**src/rtl/packet_pkg.sv**
```systemverilog
// Shared switch packet definitions: widths, packet classification and tx FSM states.
package packet_pkg;
  localparam int ADDR_WIDTH = 4;
  localparam int DATA_WIDTH = 8;

  typedef enum logic [1:0] {SDP, MDP, BDP, ERR} p_type;
  typedef enum logic {TX_IDLE, TX_SEND} tx_state_t;

  typedef struct packed {
    logic [ADDR_WIDTH-1:0] target;
    logic [DATA_WIDTH-1:0] data;
  } tx_req_t;

  function automatic logic [2:0] pop_cnt(logic [ADDR_WIDTH-1:0] v);
    logic [2:0] c;
    c = '0;
    for (int i = 0; i < ADDR_WIDTH; i++) c = c + 3'(v[i]);
    return c;
  endfunction
endpackage

```
**src/rtl/packet_tx_if.sv**
```systemverilog
// Host request and switch ingress handshake bundle for one port's transmitter.
interface packet_tx_if;
  import packet_pkg::*;

  logic                  req_valid;
  logic                  req_ready;
  logic [ADDR_WIDTH-1:0] req_target;
  logic [DATA_WIDTH-1:0] req_data;
  logic                  out_valid;
  logic                  out_ready;
  logic [ADDR_WIDTH-1:0] out_source;
  logic [ADDR_WIDTH-1:0] out_target;
  logic [DATA_WIDTH-1:0] out_data;
  p_type                 out_type;

  modport master (
    input  req_valid, req_target, req_data, out_ready,
    output req_ready, out_valid, out_source, out_target, out_data, out_type
  );

  modport slave (
    output req_valid, req_target, req_data, out_ready,
    input  req_ready, out_valid, out_source, out_target, out_data, out_type
  );
endinterface

```
**src/rtl/packet_parser.sv**
```systemverilog
// Combinational packet classifier/validator, shared by the rx parser and tx stamping.
module packet_parser
  import packet_pkg::*;
(
  input  logic [ADDR_WIDTH-1:0] source,
  input  logic [ADDR_WIDTH-1:0] target,
  output p_type                 ptype,
  output logic                  valid
);
  always_comb begin
    ptype = ERR;
    case (pop_cnt(target))
      3'd0:        ptype = ERR;
      3'd1:        ptype = SDP;
      3'd2, 3'd3:  ptype = MDP;
      default:     ptype = BDP;
    endcase
    // broadcast is the only class allowed to include the sender itself
    valid = (ptype != ERR) && (((target & source) == '0) || (ptype == BDP));
  end
endmodule

```
**src/rtl/packet_tx.sv**
```systemverilog
// Per-port transmitter: latch host request, stamp source, classify, send or drop, with stall abort.
module packet_tx
  import packet_pkg::*;
#(
  parameter int PORT_ID = 0,
  parameter int TIMEOUT = 16
) (
  input  logic        clk,
  input  logic        rst_n,
  packet_tx_if.master bus,
  output logic        err_drop,
  output logic        timeout,
  output logic [15:0] sent_cnt,
  output logic [7:0]  err_cnt
);
  localparam int SW = (TIMEOUT > 2) ? $clog2(TIMEOUT) : 1;
  localparam logic [SW-1:0] STALL_MAX = SW'(TIMEOUT - 1);
  localparam logic [ADDR_WIDTH-1:0] SRC = ADDR_WIDTH'(1 << PORT_ID);

  tx_state_t     state, state_nxt;
  tx_req_t       pkt_q;
  p_type         type_q;
  p_type         req_type;
  logic          req_ok;
  logic [SW-1:0] stall_q;
  logic          accept, drop, xfer, abort;

  packet_parser u_parser (
    .source (SRC),
    .target (bus.req_target),
    .ptype  (req_type),
    .valid  (req_ok)
  );

  always_ff @(posedge clk) begin
    if (!rst_n) state <= TX_IDLE;
    else        state <= state_nxt;
  end

  always_comb begin
    state_nxt = state;
    accept    = 1'b0;
    drop      = 1'b0;
    xfer      = 1'b0;
    abort     = 1'b0;
    case (state)
      TX_IDLE: begin
        if (bus.req_valid) begin
          if (req_ok) begin
            accept    = 1'b1;
            state_nxt = TX_SEND;
          end else begin
            drop = 1'b1;
          end
        end
      end
      TX_SEND: begin
        // a ready arriving on the last stall cycle still delivers
        if (bus.out_ready) begin
          xfer      = 1'b1;
          state_nxt = TX_IDLE;
        end else if (stall_q == STALL_MAX) begin
          abort     = 1'b1;
          state_nxt = TX_IDLE;
        end
      end
      default: state_nxt = TX_IDLE;
    endcase
  end

  always_ff @(posedge clk) begin
    if (!rst_n) begin
      pkt_q    <= '0;
      type_q   <= ERR;
      stall_q  <= '0;
      err_drop <= 1'b0;
      timeout  <= 1'b0;
      sent_cnt <= '0;
      err_cnt  <= '0;
    end else begin
      err_drop <= drop;
      timeout  <= abort;
      if (accept) begin
        pkt_q  <= '{target: bus.req_target, data: bus.req_data};
        type_q <= req_type;
      end
      if (accept || state_nxt != TX_SEND) stall_q <= '0;
      else if (!bus.out_ready)            stall_q <= stall_q + 1'b1;
      if (xfer) sent_cnt <= sent_cnt + 16'd1;
      if ((drop || abort) && err_cnt != 8'hFF) err_cnt <= err_cnt + 8'd1;
    end
  end

  assign bus.req_ready  = (state == TX_IDLE);
  assign bus.out_valid  = (state == TX_SEND);
  assign bus.out_source = SRC;
  assign bus.out_target = pkt_q.target;
  assign bus.out_data   = pkt_q.data;
  assign bus.out_type   = type_q;
endmodule

```
**src/flat_wrapper.sv**
```systemverilog
// flat-port wrapper written by rule: the top's interface ports become plain ports
module packet_tx_flat import packet_pkg::*;
#(
  parameter int PORT_ID = 0,
  parameter int TIMEOUT = 16
)
  (clk, rst_n, err_drop, timeout, sent_cnt, err_cnt, bus_req_valid, bus_req_target, bus_req_data, bus_out_ready, bus_req_ready, bus_out_valid, bus_out_source, bus_out_target, bus_out_data, bus_out_type);
  packet_tx_if bus_i ();
  input  logic clk;
  input  logic rst_n;
  output logic err_drop;
  output logic timeout;
  output logic [15:0] sent_cnt;
  output logic [7:0] err_cnt;
  input wire logic [$bits(bus_i.req_valid)-1:0] bus_req_valid;
  input wire logic [$bits(bus_i.req_target)-1:0] bus_req_target;
  input wire logic [$bits(bus_i.req_data)-1:0] bus_req_data;
  input wire logic [$bits(bus_i.out_ready)-1:0] bus_out_ready;
  output wire logic [$bits(bus_i.req_ready)-1:0] bus_req_ready;
  output wire logic [$bits(bus_i.out_valid)-1:0] bus_out_valid;
  output wire logic [$bits(bus_i.out_source)-1:0] bus_out_source;
  output wire logic [$bits(bus_i.out_target)-1:0] bus_out_target;
  output wire logic [$bits(bus_i.out_data)-1:0] bus_out_data;
  output wire logic [$bits(bus_i.out_type)-1:0] bus_out_type;
  assign bus_i.req_valid = bus_req_valid;
  assign bus_i.req_target = bus_req_target;
  assign bus_i.req_data = bus_req_data;
  assign bus_i.out_ready = bus_out_ready;
  assign bus_req_ready = bus_i.req_ready;
  assign bus_out_valid = bus_i.out_valid;
  assign bus_out_source = bus_i.out_source;
  assign bus_out_target = bus_i.out_target;
  assign bus_out_data = bus_i.out_data;
  assign bus_out_type = bus_i.out_type;
  packet_tx #(.PORT_ID(PORT_ID), .TIMEOUT(TIMEOUT)) u_core (.clk(clk), .rst_n(rst_n), .bus(bus_i), .err_drop(err_drop), .timeout(timeout), .sent_cnt(sent_cnt), .err_cnt(err_cnt));
endmodule
```
**config.mk**
```make
export PLATFORM = sky130hd
export DESIGN_NAME = packet_tx_flat
export DESIGN_NICKNAME = d
export VERILOG_FILES = /design/src/rtl/packet_pkg.sv /design/src/rtl/packet_tx_if.sv /design/src/rtl/packet_parser.sv /design/src/rtl/packet_tx.sv /design/src/flat_wrapper.sv
export SDC_FILE = /design/constraint.sdc
export NUM_CORES = 1
export LEC_CHECK = 0
export CORE_ASPECT_RATIO = 1.1
export CORE_MARGIN = 2
export CORE_UTILIZATION = 46
export CTS_CLUSTER_SIZE = 28
export DETAILED_ROUTE_END_ITERATION = 12
export PLACE_DENSITY = 0.8
export SLEW_MARGIN = 40
export SYNTH_ARGS = -nofsm -noshare
export SYNTH_HDL_FRONTEND = slang
export SYNTH_SLANG_ARGS = --single-unit
```
**constraint.sdc**
```tcl
create_clock -name clk -period 3.35 [get_ports clk]
set_clock_uncertainty 0.1 [all_clocks]
set_input_delay 0.67 -clock clk [delete_from_list [all_inputs] [get_ports clk]]
set_output_delay 0.67 -clock clk [all_outputs]
set_load 0.02 [all_outputs]
```
Word-level counts from Yosys, hierarchy flattened --
Cells that the tools add are included.
Word-level totals: logic and storage cells 49, flip-flop bits (word level) 45, output and inout port bits 46
Cells by class: reduce and logical (&&, ||, !) cells 9, $add $sub $neg 6, eq/ne operators 7, bitwise operators 3, mux-type cells 15
Operator list (number):
- 16-bit by 1-bit adder with 16-bit output, second input constant | 1
- 1-bit 2-to-1 mux | 13
- 8-bit by 1-bit adder with 8-bit output, second input constant | 1
- 8-bit inequality test, second input constant | 1
- 3-bit by 2-bit == test with 1-bit output, second input constant | 2
- 2-bit one-hot mux with 3 select lines | 1
- 4-bit by 1-bit adder with 4-bit output, second input constant | 1
- 4-bit == test, second input constant | 1
- 4-bit zero test | 1
- 2-bit OR reduction | 2
- 2-bit by 1-bit adder with 3-bit output | 1
- 3-bit by 1-bit adder with 3-bit output | 1
- 3-bit by 1-bit == test with 1-bit output, second input constant | 1
- 3-bit zero test | 1
- 1-bit logical OR | 3
- 1-bit inverter | 3
- 1-bit by 1-bit adder with 2-bit output | 1
- 2-bit == test, second input constant | 1
- 1-bit logical AND | 2
- 2-bit inequality test, second input constant | 1
- 1-bit one-hot mux with 2 select lines | 1

Depth between registers and ports, before layout --
depth after elaboration 15, mapped depth 9, depth with buffers taken out 7

Modules after synthesis --
A second synthesis with hierarchy kept.
Unflattened totals: cell total of the unflattened synthesis 233, area, all modules 2028.2 um2
By module, submodules not included:
- packet_tx | area each 1921.8 um2, instances 1, seq. area each 900.9 um2, cells an instance 223
- packet_parser | area each 106.4 um2, instances 1, seq. area each 0.0 um2, cells an instance 10

Least setup slack after synthesis --
OpenSTA, ideal clock, no wires.
path kind input-to-reg, start point in bus_req_target[0], end point reg u_core.pkt_q (netlist bit u_core.bus.out_data[2]), path slack 0.648 ns, stages 9, buffers on the path 2, arrival time 2.474 ns, cells stage by stage fa_1 -> ha_1 -> ha_1 -> o21bai_1 -> a21bo_2 -> buf_2 -> buf_4 -> mux2i_1 -> nor2_1
Between the ends: cells in the longest elaborated chain, start to end 12, elaborated cells between the ends (all ways) 17
Ends and longest elaborated chain:
- from (decl) | RTL line flat_wrapper.sv:16 | input wire logic [$bits(bus_i.req_target)-1:0] bus_req_target;
- 1-bit by 1-bit adder with 2-bit output | RTL line packet_pkg.sv:17 | for (int i = 0; i < ADDR_WIDTH; i++) c = c + 3'(v[i]);
- 2-bit by 1-bit adder with 3-bit output | RTL line packet_pkg.sv:17
- 3-bit by 1-bit adder with 3-bit output | RTL line packet_pkg.sv:17
- 3-bit by 2-bit == test with 1-bit output | RTL line packet_parser.sv:12 | case (pop_cnt(target))
- 2-bit OR reduction | RTL line packet_parser.sv:12
- 2-bit one-hot mux with 3 select lines | RTL line packet_parser.sv:12
- 2-bit == test | RTL line packet_parser.sv:19 | valid = (ptype != ERR) && (((target & source) == '0) || (ptype == BDP));
- 1-bit logical OR | RTL line packet_parser.sv:19
- 1-bit logical AND * | RTL line packet_parser.sv:19
- 1-bit 2-to-1 mux * | RTL line packet_tx.sv:49 | if (req_ok) begin
- 1-bit 2-to-1 mux * | RTL line packet_tx.sv:48 | if (bus.req_valid) begin
- 1-bit 2-to-1 mux * | RTL line packet_tx.sv:46 | case (state)
- to (signal assigned) | RTL line packet_tx.sv:84 | pkt_q <= '{target: bus.req_target, data: bus.req_data};
- to (decl) | RTL line packet_tx.sv:21 | tx_req_t pkt_q;
Every way passes the cells marked *; elsewhere a longest branch is shown, timed or not. A chain may end at the register's enable or synchronous reset.

Final worst setup path --
start point in bus_req_target[0], end point reg u_core.err_cnt[7]
Between the ends: cells in the longest elaborated chain, start to end 14, elaborated cells between the ends (all ways) 19
Ends and longest elaborated chain:
- 1-bit by 1-bit adder with 2-bit output | RTL line packet_pkg.sv:17
- 2-bit by 1-bit adder with 3-bit output | RTL line packet_pkg.sv:17
- 3-bit by 1-bit adder with 3-bit output | RTL line packet_pkg.sv:17
- 3-bit by 2-bit == test with 1-bit output | RTL line packet_parser.sv:12
- 2-bit OR reduction | RTL line packet_parser.sv:12
- 2-bit one-hot mux with 3 select lines | RTL line packet_parser.sv:12
- 2-bit == test | RTL line packet_parser.sv:19
- 1-bit logical OR | RTL line packet_parser.sv:19
- 1-bit logical AND * | RTL line packet_parser.sv:19
- 1-bit 2-to-1 mux * | RTL line packet_tx.sv:49
- 1-bit 2-to-1 mux * | RTL line packet_tx.sv:48
- 1-bit 2-to-1 mux * | RTL line packet_tx.sv:46
- 1-bit logical OR * | RTL line packet_tx.sv:90 | if ((drop || abort) && err_cnt != 8'hFF) err_cnt <= err_cnt + 8'd1;
- 1-bit logical AND * | RTL line packet_tx.sv:90
- to (signal assigned) | RTL line packet_tx.sv:90
- to (decl) | RTL line packet_tx.sv:14 | output logic [7:0] err_cnt
Marked as above.

==> impl_metrics.toml <==
[run_status]
status = "complete, no violations"

[critical_path]
cp.required_ns = 3.47
cpMaxStageDelayCell = "fa_1"
r2r_slack_ns = 1.49
path_cells = "clkdlybuf4s50_1, fa_1, ha_1, ha_1, o21bai_1, nand3_1, a211oi_1, mux2i_1"
cp_top_family = "adder cells"
rr_startpoint = "u_core.stall_q[1]"
r2r_cells = 5
crit_path_max_incr_delay_ns = 0.51
critPathCaptureType = "flip-flop"
cp_max_fo = 8
setup.worst_path.start = "bus_req_target[0]"
cp_common_cell = "ha_1"
critical_path_arrival_ns = 3.16
timing.rr.end = "u_core.err_cnt[7]"
path_class = "in -> reg"
cp_num_buf_inv = 1
start_kind = "input port"

[detailed_routing]
drt_wl_total_microns = 4310
drcViolationCount = 0
first_pass_iters = 4
vias_per_cell = 5.25
ant_nets = 0
wl_per_cell_microns = 13.0
drt_iter0_markers = 109
via_count = 1737

[global_route]
grt.total_usage_pct = 18.2
grt_max_degree = 23
grt_pass1_vias = 1540
grt_overflow = 0
grt_first_pass_wirelength_microns = 6810
antenna_found_initial = 0

[timing]
holdWs_ns = 0.354
hold_violations = 0
fin_crit_ns = 3.04
setup_violations = 0
post-route-period-util_pct = 90.8
drv_slew = 0
fin_tns_setup_ns = 0
fmax_mhz = 329
rsz0062_at_grt = "no"
finalWorstSetupSlack_ns = 0.310

[hold_path]
whs_path_depth = 1
hold_end = "u_core.stall_q[0]"
hold_class = "reg -> reg"
hp-start = "u_core.stall_q[0]"

[logic_synthesis]
synth_area_sq_um = 2030
seq_area_frac_synth_pct = 44.4
yosysTopAreaCell = "dfxtp_1"
synth_cell_type_count = 38
postSynthCellCount = 221
synth-edff-count = 0
netlist_top_cells_area = "dfxtp_1 (44%), mux2i_1 (9.9%), nor2_1 (5.6%)"
synth_flop_cell = "dfxtp_1"
synth.avg_cell_area_sq_um = 9.17
ys_seq_elements = 45
yosysTopAreaCellShare_pct = 44.4
async_reset_ff_share_pct = 0
ys_warn_count = 0

[die]
core-area_sq_um = 4250
initial_core_util_pct = 47.6
die_height_microns = 73.6
ios = 62
die-area_sq_um = 4950
die_w_microns = 67.3
rows = 25

[job]
max_cap_viol_count = 0

[clocking]
ctsLongestPathBuffers = 2
clk_latency_ns = 0.30
postCtsHoldBufs = 0
htreeDepth = 2
ctsResizeCount = 0
cts_root_buffer = "clkbuf_8"
post_cts_buffers = 0
clk_pin_slew_worst_paths_ns = 0.08
numCtsBuffers = 5
cts_tree = "yes"
clock_sinks = 45

[finish]
drive_above_1_share_pct = 5.78
finalNonFillerCells = 331
utilization_pct = 63.5
antenna_cells = 0
num-nets-final = 298
area_growth_pct = 33.2

[power_and_ir_drop]
p_leak_nw = 1.02
ir_drop_mv = 0.276
power_density_nw_per_um2 = 392

[place]
gp_congestion = 0.798
dpl_worst_slack_ns = -0.0213
dp_hpwl_microns = 3170
dp_cells = 323
portBuffers = 57
-- routing by layer --
layer | share of wire, % | global-route usage [%]
met1 | 42 | 21.3
met4 | 1.5 | 7.48
met3 | 6.4 | 6.13
met5 | 0 | 0
met2 | 50 | 30.4
-- worst max-delay path by stage --
stage	slack, ns	to	cells past startpoint
after global placement	0.12	u_core.bus.out_target[1]	8
after CTS	0.28	u_core.err_cnt[7]	8
after global routing	0.14	u_core.err_cnt[7]	8
final	0.31	u_core.err_cnt[7]	8
after floorplan	0.65	u_core.bus.out_data[2]	9
after detailed placement	-0.02	u_core.err_cnt[7]	8
-- cell usage in the layout (no fill, tap or decap), types with 7 or more instances in the layout --
cell             instances
a21oi_1                 12
clkdlybuf4s50_1         57
dfxtp_1                 45
mux2i_1                 20
nand2_1                 17
nand2b_1                 7
nand3_1                 11
nand4_1                  7
nor2_1                  30
xor2_1                   8
-- cell type report --
type	instances	area (sq um)
multi-input combinational	160	1040
timing repair buffer	60	593
clock buffer	7	76.3
inverter	4	15.0
tap	54	67.6
fill	365	1550
clock inverter	1	7.51
sequential	45	901
-- synth_stat cells, drive strengths merged, types with 3 or more instances --
cell and n:
a21oi 12, and3 5, xor2 8, nand3 13, inv 4, buf 9, o31ai 4, nand2 17
mux2i 20, clkbuf 5, dfxtp 45, or4 4, nand4 7, o21ai 3, ha 5, nand2b 7
nor2 30, xnor2 4
-- state kept, by name (all words and copies together), names as in the netlist --
name,count
u_core.bus.out_target,4
u_core.timeout,1
u_core.stall_q,4
u_core.bus.out_valid,1
u_core.err_drop,1
u_core.sent_cnt,16
u_core.bus.out_type,2
u_core.err_cnt,8
u_core.bus.out_data,8
-- metrics by stage --
step,instance area [sq um],total power [mW]
after floorplan,2030,0.675
after global placement,2620,0.739
after detailed placement,2620,0.744
after CTS,2700,1.07
after global routing,2700,1.11
final,2700,1.06
-- cell families after synthesis --
| family | count (synthesis) | share of synthesized area, % |
|---|---|---|
| AO/OA/AOI/OAI | 26 | 8.15 |
| buffers and inverters | 18 | 4.63 |
| multiplexers | 20 | 9.88 |
| adder cells (fa/ha/maj) | 6 | 4.07 |
| other | 2 | 0.371 |
| flip-flops | 45 | 44.4 |
| AND/OR/NAND/NOR | 92 | 23.3 |
| XOR/XNOR | 12 | 5.19 |
-- where the power goes --
part	total (mW)	internal, mW	switching [mW]
clock network	0.328	0.148	0.180
registers	0.568	0.553	0.0153
logic	0.162	0.0786	0.0837
total	1.06	0.779	0.279
(Power assumes the default switching activity.)
